## src/rtl/hex_display_if.sv

```systemverilog
// hex_display_if: CPU register bus for the seven-segment display driver
interface hex_display_if;
    logic        en;
    logic        wr;
    logic        addr;
    logic [31:0] din;
    logic [31:0] dout;
    modport master (output en, wr, addr, din, input dout);
    modport slave  (input en, wr, addr, din, output dout);
endinterface

```

## src/rtl/hex_display.sv

```systemverilog
// hex_display: bus-writable eight-digit seven-segment driver with blank/blink masks
module hex_display #(
    parameter logic [31:0] BLINK_DIV = 32'd25000000
) (
    input  logic         clk,
    input  logic         rst,
    hex_display_if.slave bus,
    output logic [6:0]   o_hex0_n,
    output logic [6:0]   o_hex1_n,
    output logic [6:0]   o_hex2_n,
    output logic [6:0]   o_hex3_n,
    output logic [6:0]   o_hex4_n,
    output logic [6:0]   o_hex5_n,
    output logic [6:0]   o_hex6_n,
    output logic [6:0]   o_hex7_n
);
    localparam logic [31:0] LAST = BLINK_DIV - 32'd1;
    localparam logic [6:0] SEG [16] = '{
        7'h3F, 7'h06, 7'h5B, 7'h4F, 7'h66, 7'h6D, 7'h7D, 7'h07,
        7'h7F, 7'h6F, 7'h77, 7'h7C, 7'h39, 7'h5E, 7'h79, 7'h71
    };
    logic [31:0] r_data;
    logic [31:0] r_cnt;
    logic [7:0]  r_blank;
    logic [7:0]  r_blink;
    logic        r_phase;
    logic [6:0]  r_hex [8];
    logic [6:0]  w_hex [8];
    logic        w_wr_data;
    logic        w_wr_ctrl;
    logic        w_wrap;
    assign w_wr_data = bus.en & bus.wr & ~bus.addr;
    assign w_wr_ctrl = bus.en & bus.wr & bus.addr;
    assign w_wrap    = r_cnt == LAST;
    assign bus.dout  = bus.addr ? {r_phase, 15'b0, r_blink, r_blank} : r_data;
    for (genvar k = 0; k < 8; k++) begin : g_dig
        assign w_hex[k] = (r_blank[k] | (r_blink[k] & r_phase)) ? 7'h7F : ~SEG[r_data[4*k +: 4]];
    end
    // a CTRL write restarts the timer so blinking digits begin visible
    always_ff @(posedge clk)
        if (rst) begin
            r_data  <= '0;
            r_blank <= '0;
            r_blink <= '0;
            r_cnt   <= '0;
            r_phase <= 1'b0;
            r_hex   <= '{default: 7'h7F};
        end else begin
            if (w_wr_data) r_data <= bus.din;
            if (w_wr_ctrl) begin
                r_blank <= bus.din[7:0];
                r_blink <= bus.din[15:8];
            end
            r_cnt   <= (w_wr_ctrl || w_wrap) ? '0 : r_cnt + 32'd1;
            r_phase <= w_wr_ctrl ? 1'b0 : r_phase ^ w_wrap;
            r_hex   <= w_hex;
        end
    assign o_hex0_n = r_hex[0];
    assign o_hex1_n = r_hex[1];
    assign o_hex2_n = r_hex[2];
    assign o_hex3_n = r_hex[3];
    assign o_hex4_n = r_hex[4];
    assign o_hex5_n = r_hex[5];
    assign o_hex6_n = r_hex[6];
    assign o_hex7_n = r_hex[7];
endmodule

```

## src/flat_wrapper.sv

```systemverilog
// flat-port wrapper written by rule: the top's interface ports become plain ports
module hex_display_flat 
#(
    parameter logic [31:0] BLINK_DIV = 32'd25000000
)
  (clk, rst, o_hex0_n, o_hex1_n, o_hex2_n, o_hex3_n, o_hex4_n, o_hex5_n, o_hex6_n, o_hex7_n, bus_en, bus_wr, bus_addr, bus_din, bus_dout);
  hex_display_if bus_i ();
  input  logic clk;
  input  logic rst;
  output logic [6:0] o_hex0_n;
  output logic [6:0] o_hex1_n;
  output logic [6:0] o_hex2_n;
  output logic [6:0] o_hex3_n;
  output logic [6:0] o_hex4_n;
  output logic [6:0] o_hex5_n;
  output logic [6:0] o_hex6_n;
  output logic [6:0] o_hex7_n;
  input wire logic [$bits(bus_i.en)-1:0] bus_en;
  input wire logic [$bits(bus_i.wr)-1:0] bus_wr;
  input wire logic [$bits(bus_i.addr)-1:0] bus_addr;
  input wire logic [$bits(bus_i.din)-1:0] bus_din;
  output wire logic [$bits(bus_i.dout)-1:0] bus_dout;
  assign bus_i.en = bus_en;
  assign bus_i.wr = bus_wr;
  assign bus_i.addr = bus_addr;
  assign bus_i.din = bus_din;
  assign bus_dout = bus_i.dout;
  hex_display #(.BLINK_DIV(BLINK_DIV)) u_core (.clk(clk), .rst(rst), .bus(bus_i), .o_hex0_n(o_hex0_n), .o_hex1_n(o_hex1_n), .o_hex2_n(o_hex2_n), .o_hex3_n(o_hex3_n), .o_hex4_n(o_hex4_n), .o_hex5_n(o_hex5_n), .o_hex6_n(o_hex6_n), .o_hex7_n(o_hex7_n));
endmodule
```

## config.mk

```make
export PLATFORM = sky130hd
export DESIGN_NAME = hex_display_flat
export DESIGN_NICKNAME = d
export VERILOG_FILES = /design/src/rtl/hex_display_if.sv /design/src/rtl/hex_display.sv /design/src/flat_wrapper.sv
export SDC_FILE = /design/constraint.sdc
export NUM_CORES = 1
export LEC_CHECK = 0
export CAP_MARGIN = 10
export CELL_PAD_IN_SITES_DETAIL_PLACEMENT = 1
export CELL_PAD_IN_SITES_GLOBAL_PLACEMENT = 1
export CORE_MARGIN = 10
export CORE_UTILIZATION = 40
export DETAILED_ROUTE_END_ITERATION = 16
export GPL_TIMING_DRIVEN = 0
export HOLD_SLACK_MARGIN = 0.1
export PLACE_DENSITY_LB_ADDON = 0.1
export SKIP_LAST_GASP = 1
export SLEW_MARGIN = 10
export SYNTH_ARGS = -nofsm -noshare
export SYNTH_HDL_FRONTEND = slang
export SYNTH_SLANG_ARGS = --single-unit
```

## constraint.sdc

```tcl
create_clock -name clk -period 5.32 [get_ports clk]
set_input_delay 1.064 -clock clk [delete_from_list [all_inputs] [get_ports clk]]
set_output_delay 1.064 -clock clk [all_outputs]
set_load 0.01 [all_outputs]
```

==> summary.md, run 1 <==
| Metric | Value |
|---|---|
| Number of buffers between clock root and the deepest sink | `2` |
| Library cell used as clock root buffer | `sky130_fd_sc_hd__clkbuf_16` |
| DIE WIDTH | `149.3 µm` |
| Number of detailed-routing iterations run before antenna repair | `4` |
| Overall global routing resource usage | `19.30%` |
| Cell count after placement | `1117` |
| Count of input and output buffers | `~120` |
| GRT overflow | `0` |
| Sequential share of the synthesized area | `41.04%` |
| Transition time at the pin with the least slew margin | `approximately 1.2 ns` |
| Type of the setup path with the least slack | `primary input to primary output` |
| Final setup skew | `0.009147 ns` |
| Total Die Area | `22280 µm²` |
| Dpl hpwl | `roughly 16000 µm` |
| Number of nets in the layout | `between 1000 and 1500` |
| Sort of element at the start of the critical path | `primary input` |
| Clock buffers created by TritonCTS | `17` |
| Weighted congestion reported at the end of routability-driven placement | `around 0.87` |
| Synthesized area per cell | `8.645 µm²` |
| Leakage power figure | `3.066 nW` |
| Commonest non-fill, non-tap cell in the layout | `sky130_fd_sc_hd__nand2_1` |
| Post-Layout Cell Count | `between 1000 and 1500` |
| Net count after synthesis | `859` |
| Highest metal layer with signal wires | `met4` |
| Total I/O pin count | `around 130` |
| CTS HTree Levels | `4` |
| Initial antenna violation count | `0` |
| Post-layout instance area | `8790 µm²` |
| Number of enable-type register cells in the synthesized netlist | `0` |
| Sum of negative setup slack | `0 ns` |
| Number of remaining DRC errors | `0` |
| Largest net degree at the start of global routing | `17` |
| Status | `finished, final reports clean` |
| Final Routed Wirelength | `21480 µm` |
| Worst setup margin | `around 0.51 ns` |
| Highest net fanout along the worst path | `10` |
| Async S/R FF share, synth | `0%` |
| Library cells used by synthesis | `39` |
| Number of synthesized register bits | `137` |
| Met2 Routed Length | `10960 µm` |
| Worst skew pair latency | `0.42 ns` |
| Commonest cells after routing, fill and taps aside | `141 x sky130_fd_sc_hd__nand2_1, 137 x sky130_fd_sc_hd__dfxtp_1, 124 x sky130_fd_sc_hd__clkdlybuf4s50_1, 56 x sky130_fd_sc_hd__nor2_1, 51 x sky130_fd_sc_hd__a21oi_1` |
| Routed metal-1 wirelength | `about 9200 µm` |
| Placeable core region | `~16000 µm²` |
| Count of endpoints failing hold in the final timing report | `0` |
| Data required time at the worst endpoint | `4.26 ns` |
| Antenna diodes | `0` |
| Effective utilization at floorplan | `roughly 41%` |
| Drt first-iter violations | `~210` |
| CTS tree | `built` |
| Post-CTS Setup Inserts | `0` |
| Routed length per instance | `roughly 19 µm` |
| Number of max-cap violations | `0` |
| Total power density per cell area | `294.2 nW/µm²` |
| Chip height | `149.3 µm` |
| Top_reg_cell synth | `sky130_fd_sc_hd__dfxtp_1` |
| Utilization after layout | `53.38%` |
| Tightest hold margin | `0.4671 ns` |
| Relative area change from synthesis to final layout | `31.53%` |
| Final-report setup violation count | `0` |
| Number of instances in the synthesized netlist | `773` |
| Detailed-routed wire length on met3 | `967 µm` |
| Average vias per placed instance | `roughly 5.3` |
| Highest clock rate | `around 210 MHz` |
| Period utilization | `approximately 90%` |
| Clock Sinks | `137` |
| Routed Antenna Nets | `0` |
| Row count | `between 40 and 50` |
| Path category of the worst min-delay check | `flop to flop` |
| Crit path DAT | `3.75 ns` |
| Via count | `6048` |
| Yosys synthesis warning count | `0` |
| Clk slew on worst S/H paths | `0.05 ns` |
| Peak supply drop | `~0.22 mV` |
| Endpoint class of the critical path | `primary output` |
| Max-slew violation count | `0` |
| Total of cells resized after clock tree synthesis | `0` |
| Placement Cell Area | `roughly 8200 µm²` |
| CTS hold repair buffers | `0` |
| Unrepaired setup endpoints after global routing | `no` |
| Fin crit period | `4.813 ns` |
| Cell area after synthesis | `6683 µm²` |
| Vias in the first global route | `6556` |
| Slew headroom | `20.63%` |
| Fraction of layout cells with a size suffix above 1 | `5.167%` |
| Post-layout power | `2.586 mW` |
| Worst Setup Slack post-DPL | `0.5335 ns` |
| Wire length of the first global-routing pass | `~35000 µm` |
layer usage:
layer | global-route usage [%] | up-vias
met2 | 33.94 | 126
met1 | 22.34 | 2962
met4 | 6.428 | 0
li1 | - | 2933
met5 | 0 | -
met3 | 4.824 | 27
synth_stat cells (19+ instances only):
cell type,number,area [µm²]
sky130_fd_sc_hd__a21oi_1,51,255.2
sky130_fd_sc_hd__clkbuf_1,33,123.9
sky130_fd_sc_hd__dfxtp_1,137,2743
sky130_fd_sc_hd__ha_1,49,613.1
sky130_fd_sc_hd__inv_1,39,146.4
sky130_fd_sc_hd__mux2i_1,31,310.3
sky130_fd_sc_hd__nand2_1,141,529.3
sky130_fd_sc_hd__nand3_1,33,165.2
sky130_fd_sc_hd__nor2_1,56,210.2
sky130_fd_sc_hd__o211ai_1,33,247.7
sky130_fd_sc_hd__o21ai_0,27,135.1
sky130_fd_sc_hd__xor2_1,19,166.4
logic make-up after synthesis:
family / share of synthesized area (%)
AND/OR/NAND/NOR: 20.07
AO/OA/AOI/OAI: 13.41
flip-flops: 41.04
buffers and inverters: 4.662
adder cells (fa/ha/maj): 9.174
multiplexers: 7.845
XOR/XNOR: 3.801
layout make-up:
cell class                 count  area (µm²)
fill                        1906        7676
sequential                   137        2743
multi-input combinational    559        3633
tap                          220       275.3
inverter                      39       146.4
clock buffer                  25       495.5
timing repair buffer         124        1241
buffer                        38       165.2
clock inverter                 7       90.09
worst max-delay path, stage by stage:
cell	delay, ns
sky130_fd_sc_hd__clkdlybuf4s50_1	0.50
sky130_fd_sc_hd__clkbuf_1	0.45
sky130_fd_sc_hd__buf_1	0.60
sky130_fd_sc_hd__buf_1	0.52
sky130_fd_sc_hd__nor2_1	0.10
sky130_fd_sc_hd__clkdlybuf4s50_1	0.51
state kept, by name (all words and copies together), names as in the netlist:
register         count
u_core.r_cnt        32
u_core.r_data       32
u_core.r_blank       8
u_core.r_blink       8
u_core.o_hex0_n      7
u_core.o_hex1_n      7
u_core.o_hex2_n      7
u_core.o_hex3_n      7
u_core.o_hex4_n      7
u_core.o_hex5_n      7
u_core.o_hex6_n      7
u_core.o_hex7_n      7
u_core.r_phase       1
final timing paths:
kind | end | depth (start not counted) | startpoint | slack (ns)
hold / removal | u_core.r_cnt[0] | 1 | u_core.r_cnt[0] | 0.47
hold reg to reg | u_core.r_cnt[0] | 1 | u_core.r_cnt[0] | 0.47
setup / recovery | bus_dout[18] | 6 | bus_addr | 0.51
setup reg to reg | u_core.r_cnt[13] | 6 | u_core.r_cnt[9] | 3.06
report_power, final:
part	internal (mW)	total [mW]	switching, mW
Sequential	1.08	1.10	0.0287
Clock	0.738	1.17	0.437
Combinational	0.152	0.308	0.156
Total	1.97	2.59	0.621
Power figures use the tool's default switching activity.
==> run 2, diff against run 1 <==
CTS_CLUSTER_SIZE = 10   (was default)
RECOVER_POWER = 25   (was default)
==> run 2 against run 1 <==
  * Sequential power barely moved
  * Design area fell by 0.38%
  * Power fell by 0.24%
  * Highest routed layer unchanged
  * Global-route usage did not move
  * Clock power barely moved
  * Count of clock-buffer cells in the layout did not move
  * First-iteration DRC count fell by 2.4%
  * Die area did not move
  * Routed wire length fell by 0.17%
==> summary.md, run 2 (same netlist as run 1, synthesis figures left out) <==
| Metric | Value |
|---|---|
| Clock Sinks | `137 (unchanged)` |
| Dpl hpwl | `16340 µm (unchanged)` |
| CTS hold repair buffers | `0 (unchanged)` |
| Reg2reg start | `u_core.r_cnt[9]` |
| Total of cells resized after clock tree synthesis | `0 (unchanged)` |
| Count of input and output buffers | `124 (unchanged)` |
| Endpoint class of the critical path | `primary output` |
| Clock buffers created by TritonCTS | `17 (unchanged)` |
| Slew headroom | `10.65% (-10 points)` |
| Largest net degree at the start of global routing | `17 (unchanged)` |
| Data required time at the worst endpoint | `4.26 ns (about the same)` |
| Crit path DAT | `3.75 ns (about the same)` |
| CTS tree | `built` |
| Average vias per placed instance | `5.232 (-0.60%)` |
| Count of endpoints failing hold in the final timing report | `0 (unchanged)` |
| Total I/O pin count | `125 (unchanged)` |
| Final-report setup violation count | `0 (unchanged)` |
| Type of the setup path with the least slack | `primary input to primary output` |
| Fraction of layout cells with a size suffix above 1 | `4.629% (-0.54 points)` |
| Commonest cells after routing, fill and taps aside | `141 x sky130_fd_sc_hd__nand2_1, 137 x sky130_fd_sc_hd__dfxtp_1, 102 x sky130_fd_sc_hd__clkdlybuf4s50_1, 56 x sky130_fd_sc_hd__nor2_1, 51 x sky130_fd_sc_hd__a21oi_1` |
| Regs by FF count | `u_core.r_cnt x32, u_core.r_data x32` |
| Sort of element at the start of the critical path | `primary input` |
| Vias in the first global route | `6556 (unchanged)` |
| Largest stage delay, worst path | `0.61 ns (about the same)` |
| Commonest non-fill, non-tap cell in the layout | `sky130_fd_sc_hd__nand2_1` |
| CTS HTree Levels | `4 (unchanged)` |
| Highest clock rate | `207.9 MHz (about the same)` |
| Relative area change from synthesis to final layout | `31.02%` |
| Tightest hold margin | `0.4674 ns (+0.0003190 ns)` |
| Unrepaired setup endpoints after global routing | `no` |
| Number of detailed-routing iterations run before antenna repair | `4 (unchanged)` |
| Row count | `47 (unchanged)` |
| Wire length of the first global-routing pass | `34680 µm (unchanged)` |
| Placeable core region | `16470 µm² (unchanged)` |
| Number of max-cap violations | `0 (unchanged)` |
| Period utilization | `90.40% (about the same)` |
| Weighted congestion reported at the end of routability-driven placement | `0.8720 (unchanged)` |
| Final setup skew | `0.005997 ns (-0.003149 ns)` |
| Initial antenna violation count | `0 (unchanged)` |
| Post-layout power | `2.580 mW (-0.24%)` |
| Total Die Area | `22280 µm² (unchanged)` |
| Post-CTS Setup Inserts | `0 (unchanged)` |
| Utilization after layout | `53.18% (-0.21 points)` |
| Peak supply drop | `0.2206 mV (+1.3%)` |
| List of cells traversed by the critical path | `clkdlybuf4s50_1 -> clkbuf_1 -> buf_1 -> buf_1 -> nor2_1 -> clkdlybuf4s50_1` |
| Highest net fanout along the worst path | `10 (unchanged)` |
| GRT overflow | `0 (unchanged)` |
| Hold path startpoint | `u_core.r_cnt[0]` |
| Path category of the worst min-delay check | `flop to flop` |
| Number of remaining DRC errors | `0 (unchanged)` |
| Number of buffers between clock root and the deepest sink | `2 (unchanged)` |
| Status | `finished, final reports clean` |
| Effective utilization at floorplan | `40.59% (unchanged)` |
| Via count | `6012 (-0.60%)` |
| Chip height | `149.3 µm (unchanged)` |
| CP max stage cell | `sky130_fd_sc_hd__buf_1` |
| Overall global routing resource usage | `19.30% (unchanged)` |
| Routed length per instance | `18.66 µm (-0.17%)` |
| Library cell used as clock root buffer | `sky130_fd_sc_hd__clkbuf_16` |
| Fin crit period | `4.809 ns (-0.003415 ns)` |
| Worst skew pair latency | `0.42 ns (about the same)` |
| Antenna diodes | `0 (unchanged)` |
| Max-slew violation count | `0 (unchanged)` |
| Drt first-iter violations | `203 (-2.4%)` |
| Clk slew on worst S/H paths | `0.05 ns (about the same)` |
| DIE WIDTH | `149.3 µm (unchanged)` |
| Total power density per cell area | `294.7 nW/µm² (+0.15%)` |
| Leakage power figure | `3.038 nW (-0.92%)` |
| Sum of negative setup slack | `0 ns (unchanged)` |
| Worst setup path start | `bus_addr` |
| Number of nets in the layout | `1002 (unchanged)` |
| Transition time at the pin with the least slew margin | `1.332 ns (+0.1487 ns)` |
| Routed Antenna Nets | `0 (unchanged)` |
| Final Routed Wirelength | `21440 µm (-0.17%)` |
==> run 2: cell count changes in the layout (fill, tap and decap cells not counted) <==
cell | before | now
sky130_fd_sc_hd__a211oi_1 | 14 | 15
sky130_fd_sc_hd__buf_6 | 3 | 0
sky130_fd_sc_hd__dlygate4sd3_1 | 0 | 22
sky130_fd_sc_hd__nor4_2 | 1 | 0
sky130_fd_sc_hd__a211oi_2 | 1 | 0
sky130_fd_sc_hd__nor4_1 | 5 | 6
sky130_fd_sc_hd__clkdlybuf4s50_1 | 124 | 102
sky130_fd_sc_hd__clkbuf_1 | 37 | 40
==> run 2: final cells by class <==
cell class / count / area, µm²
well taps: 220 / 275.3
clock buffers: 25 / 495.5
repair buffers: 124 / 1241
flip-flops and latches: 137 / 2743
fillers: 1908 / 7710
plain buffers: 38 / 142.6
clock inverters: 7 / 90.09
multi-input cells: 559 / 3622
inverters: 39 / 146.4
==> run 2: per-stage QoR <==
step                      worst slack (ns)  instances  area (µm²)
after global routing                0.3709       1149        8756
after global placement              0.6066       1117        8199
after CTS                           0.5223       1149        8785
after detailed placement            0.5335       1117        8199
after floorplan                      2.202        773        6683
final                               0.5107       1149        8756
==> run 2: worst max-delay path, delay by kind of cell <==
kind,cells,cell delay [ns]
buffers and inverters,5,2.58
AND/OR/NAND/NOR,1,0.10
==> run 2: routing by layer <==
layer  track usage, %  wire, µm  vias up
met5                0         0        -
met4            6.428       325        0
met3            4.824       979       23
met2            33.94     10870      125
met1            22.34      9263     2932
li1                 -         -     2932
==> run 2: final timing paths <==
check	depth (start not counted)	slack, ns	endpoint
worst min register to register	1	0.47	u_core.r_cnt[0]
worst min-delay path	1	0.47	u_core.r_cnt[0]
worst max register to register	6	2.58	u_core.r_cnt[5]
worst max-delay path	6	0.51	bus_dout[18]
==> run 2: power by group <==
group	internal (mW)	switching, mW
logic	0.145	0.155
registers	1.07	0.0282
clock network	0.737	0.439
==> run 3, diff against run 2 <==
ABC_AREA = 1   (was default)
MAX_ROUTING_LAYER = met4   (was default)
==> run 3 against run 2 <==
  * Area after synthesis is 2.8% higher
  * Worst setup slack better by 0.55 ns
  * Critical endpoint is now bus_dout[4]
  * First-iteration DRC count grew 62%
  * Highest routed layer unchanged
  * Critical path type unchanged
==> summary.md, run 3 <==
| Metric | Value |
|---|---|
| Top_reg_cell synth | `sky130_fd_sc_hd__dfxtp_1` |
| Synthesized area per cell | `7.251 µm² (-16%)` |
| Number of nets in the layout | `1175 (+17%)` |
| R2R Setup Slk | `3.75 ns (+1.17 ns)` |
| Number of buffers and inverters on the critical path | `4 (-1)` |
| Largest net degree at the start of global routing | `17 (unchanged)` |
| CTS HTree Levels | `4 (unchanged)` |
| Placement Cell Area | `8373 µm² (+2.1%)` |
| Routed Antenna Nets | `0 (unchanged)` |
| Number of synthesized register bits | `137 (unchanged)` |
| Vias in the first global route | `7036 (+7.3%)` |
| Tightest hold margin | `0.4769 ns (+0.009556 ns)` |
| Number of buffers between clock root and the deepest sink | `2 (unchanged)` |
| Effective utilization at floorplan | `41.11% (+0.53 points)` |
| Leakage power figure | `3.501 nW (+15%)` |
| Cell type with the largest total area after synthesis | `sky130_fd_sc_hd__dfxtp_1` |
| Placeable core region | `16700 µm² (+1.4%)` |
| Weighted congestion reported at the end of routability-driven placement | `0.8817 (+1.1%)` |
| CTS hold repair buffers | `0 (unchanged)` |
| Async S/R FF share, synth | `0% (unchanged)` |
| Number of instances in the synthesized netlist | `947 (+23%)` |
| Count of input and output buffers | `123 (-0.81%)` |
| Highest net fanout along the worst path | `10 (unchanged)` |
| Relative contribution of sequential cells to total power | `41.0% (-1.8 points)` |
| Worst skew pair latency | `0.43 ns (about the same)` |
| Chip height | `151.0 µm (+1.2%)` |
| Post-CTS Setup Inserts | `0 (unchanged)` |
| Overall global routing resource usage | `20.03% (+0.73 points)` |
| Number of detailed-routing iterations run before antenna repair | `4 (unchanged)` |
| Worst Setup Slack post-DPL | `1.092 ns (+0.5588 ns)` |
| Commonest cells in the netlist | `189 x sky130_fd_sc_hd__nand2_1, 137 x sky130_fd_sc_hd__dfxtp_1, 103 x sky130_fd_sc_hd__nor2_1, 100 x sky130_fd_sc_hd__inv_1, 95 x sky130_fd_sc_hd__o21ai_0` |
| Share of total power in combinational logic | `14.2% (+2.6 points)` |
| Via count | `6709 (+12%)` |
| Row count | `47 (unchanged)` |
| Worst setup margin | `1.063 ns (+0.5519 ns)` |
| Largest stage delay, worst path | `0.62 ns (about the same)` |
| Clk slew on worst S/H paths | `0.06 ns (about the same)` |
| Final Routed Wirelength | `22210 µm (+3.6%)` |
| Sequential Area | `2743 µm² (unchanged)` |
| Type of the setup path with the least slack | `primary input to primary output` |
| Area share of the largest cell type after synthesis | `39.94% (-1.1 points)` |
| Drt first-iter violations | `328 (+62%)` |
| Regs by FF count | `u_core.r_cnt x32, u_core.r_data x32` |
| Peak supply drop | `0.2286 mV (+3.6%)` |
| Fraction of layout cells with a size suffix above 1 | `5.989% (+1.4 points)` |
| Total I/O pin count | `125 (unchanged)` |
| CTS tree | `built` |
| Average vias per placed instance | `5.075 (-3.0%)` |
| Highest clock rate | `234.9 MHz (+13%)` |
| Dpl hpwl | `16760 µm (+2.6%)` |
| DIE WIDTH | `151.0 µm (+1.2%)` |
| Total internal power | `2.030 mW (+3.7%)` |
| Switching component of the power | `705.8 µW (+13%)` |
| GRT overflow | `0 (unchanged)` |
| Post-layout power | `2.736 mW (+6.0%)` |
| Number of remaining DRC errors | `0 (unchanged)` |
| Critical path's most frequent cell | `sky130_fd_sc_hd__clkdlybuf4s50_1` |
| Number of enable-type register cells in the synthesized netlist | `0 (unchanged)` |
| Sw Ratio | `25.80% (+1.7 points)` |
| Sequential share of the synthesized area | `39.94% (-1.1 points)` |
| Slew headroom | `63.18% (+53 points)` |
| Unrepaired setup endpoints after global routing | `no` |
| Final-report setup violation count | `0 (unchanged)` |
| Sum of negative setup slack | `0 ns (unchanged)` |
| Hold path startpoint | `u_core.r_cnt[0]` |
| Endpoint class of the critical path | `primary output` |
| Number of filler cells placed in the layout | `2131 (+12%)` |
| Library cells used by synthesis | `31 (-21%)` |
| Yosys synthesis warning count | `0 (unchanged)` |
| Total power density per cell area | `304.7 nW/µm² (+3.4%)` |
| Transition time at the pin with the least slew margin | `0.5523 ns (-0.7798 ns)` |
| Path category of the worst min-delay check | `flop to flop` |
| Antenna diodes | `0 (unchanged)` |
| Post-layout instance area | `8977 µm² (+2.5%)` |
| Commonest cells after routing, fill and taps aside | `189 x sky130_fd_sc_hd__nand2_1, 137 x sky130_fd_sc_hd__dfxtp_1, 123 x sky130_fd_sc_hd__clkdlybuf4s50_1, 103 x sky130_fd_sc_hd__nor2_1, 101 x sky130_fd_sc_hd__inv_1` |
| Clock Sinks | `137 (unchanged)` |
| Cell area after synthesis | `6867 µm² (+2.8%)` |
| List of cells traversed by the critical path | `clkdlybuf4s50_1 -> buf_2 -> buf_1 -> nand2_1 -> o21ai_0 -> clkdlybuf4s50_1` |
| Period utilization | `80.03% (-10 points)` |
| Reg2reg start | `u_core.r_cnt[0]` |
| Family with the most delay on the worst path | `buffers and inverters` |
| Relative area change from synthesis to final layout | `30.74%` |
| Count of endpoints failing hold in the final timing report | `0 (unchanged)` |
| Fin crit period | `4.257 ns (-0.5519 ns)` |
| Total Die Area | `22810 µm² (+2.4%)` |
| CP max stage cell | `sky130_fd_sc_hd__clkdlybuf4s50_1` |
| Initial antenna violation count | `0 (unchanged)` |
| Status | `finished, final reports clean` |
| Clock buffers created by TritonCTS | `17 (unchanged)` |
| Worst setup path start | `bus_addr` |
| Dominant cells by area after synthesis | `sky130_fd_sc_hd__dfxtp_1 40%, sky130_fd_sc_hd__nand2_1 10%, sky130_fd_sc_hd__ha_1 8.9%` |
| Cell with the most instances after synthesis | `sky130_fd_sc_hd__nand2_1` |
| Net count after synthesis | `1033 (+20%)` |
| Data required time at the worst endpoint | `4.26 ns (about the same)` |
| Crit path DAT | `3.19 ns (-0.56 ns)` |
| Total area of multi-input combinational cells | `3537 µm² (-2.3%)` |
| Total of cells resized after clock tree synthesis | `0 (unchanged)` |
| Max-slew violation count | `0 (unchanged)` |
| Final setup skew | `0.01179 ns (+0.005790 ns)` |
| Routed length per instance | `16.80 µm (-10%)` |
| Wire length of the first global-routing pass | `35910 µm (+3.5%)` |
| Library cell used as clock root buffer | `sky130_fd_sc_hd__clkbuf_16` |
| Clock power frac | `44.8% (-0.8 points)` |
| Commonest non-fill, non-tap cell in the layout | `sky130_fd_sc_hd__nand2_1` |
| Number of max-cap violations | `0 (unchanged)` |
| Sort of element at the start of the critical path | `primary input` |
==> run 3: cell count changes in the layout (fill, tap and decap cells not counted), moves of 11 or more <==
cell | before | now
sky130_fd_sc_hd__o21ai_0 | 27 | 95
sky130_fd_sc_hd__inv_1 | 39 | 101
sky130_fd_sc_hd__nand2_1 | 141 | 189
sky130_fd_sc_hd__nor2_1 | 56 | 103
sky130_fd_sc_hd__a21oi_1 | 51 | 87
sky130_fd_sc_hd__nand3_1 | 33 | 67
sky130_fd_sc_hd__mux2i_1 | 31 | 0
sky130_fd_sc_hd__dlygate4sd3_1 | 22 | 0
sky130_fd_sc_hd__clkdlybuf4s50_1 | 102 | 123
sky130_fd_sc_hd__clkbuf_1 | 40 | 22
sky130_fd_sc_hd__a211oi_1 | 15 | 0
sky130_fd_sc_hd__xor2_1 | 19 | 5
sky130_fd_sc_hd__nand4_1 | 12 | 0
sky130_fd_sc_hd__buf_2 | 0 | 11
==> run 3: kinds of logic (layout without fill, tap and decap cells) <==
logic type / Yosys count / after routing / synth area share (%)
flops: 137 / 137 / 39.94
simple gates: 384 / 384 / 23.65
buf+inv: 146 / 301 / 8.546
compound gates: 220 / 220 / 17.53
xor+xnor: 11 / 11 / 1.403
fa+ha+maj: 49 / 49 / 8.929
==> run 3: layout make-up <==
type                       count  share of cell area, %
sequential                   137                  30.55
multi-input combinational    664                  39.40
timing repair buffer         123                  13.71
tap                          220                  3.066
clock buffer                  21                  5.129
buffer                        38                  1.993
clock inverter                11                  1.631
inverter                     108                  4.516
==> run 3: power groups by stage <==
stage | Clock (mW) | Sequential [mW] | Combinational (mW)
floorplan | 0 | 1.16 | 0.165
global placement | 0 | 1.14 | 0.381
CTS | 1.24 | 1.12 | 0.393
global route | 1.28 | 1.13 | 0.428
finish | 1.23 | 1.12 | 0.387
detailed placement | 0 | 1.14 | 0.388
==> run 3: worst paths after layout <==
kind,to,depth (start not counted)
setup reg to reg,u_core.r_cnt[19],9
hold reg to reg,u_core.r_cnt[0],1
setup / recovery,bus_dout[4],6
hold / removal,u_core.r_cnt[0],1
==> run 3: through the flow <==
step / utilization (%) / std cells
2_1_floorplan: - / 947
3_3_place_gp: 50.13 / 1290
3_5_place_dp: 50.13 / 1290
4_1_cts: 53.77 / 1322
5_1_grt: 53.75 / 1322
6_report: 53.75 / 1322
==> run 3: routing by layer <==
| layer | up-vias | routed length (µm) | share of wire (%) | track usage, % |
|---|---|---|---|---|
| met5 | - | 0 | 0 | - |
| met4 | 0 | 360 | 1.6 | 5.871 |
| met3 | 25 | 933 | 4.2 | 3.461 |
| met2 | 134 | 10640 | 48 | 32.81 |
| met1 | 3182 | 10280 | 46 | 24.82 |
| li1 | 3368 | - | - | - |
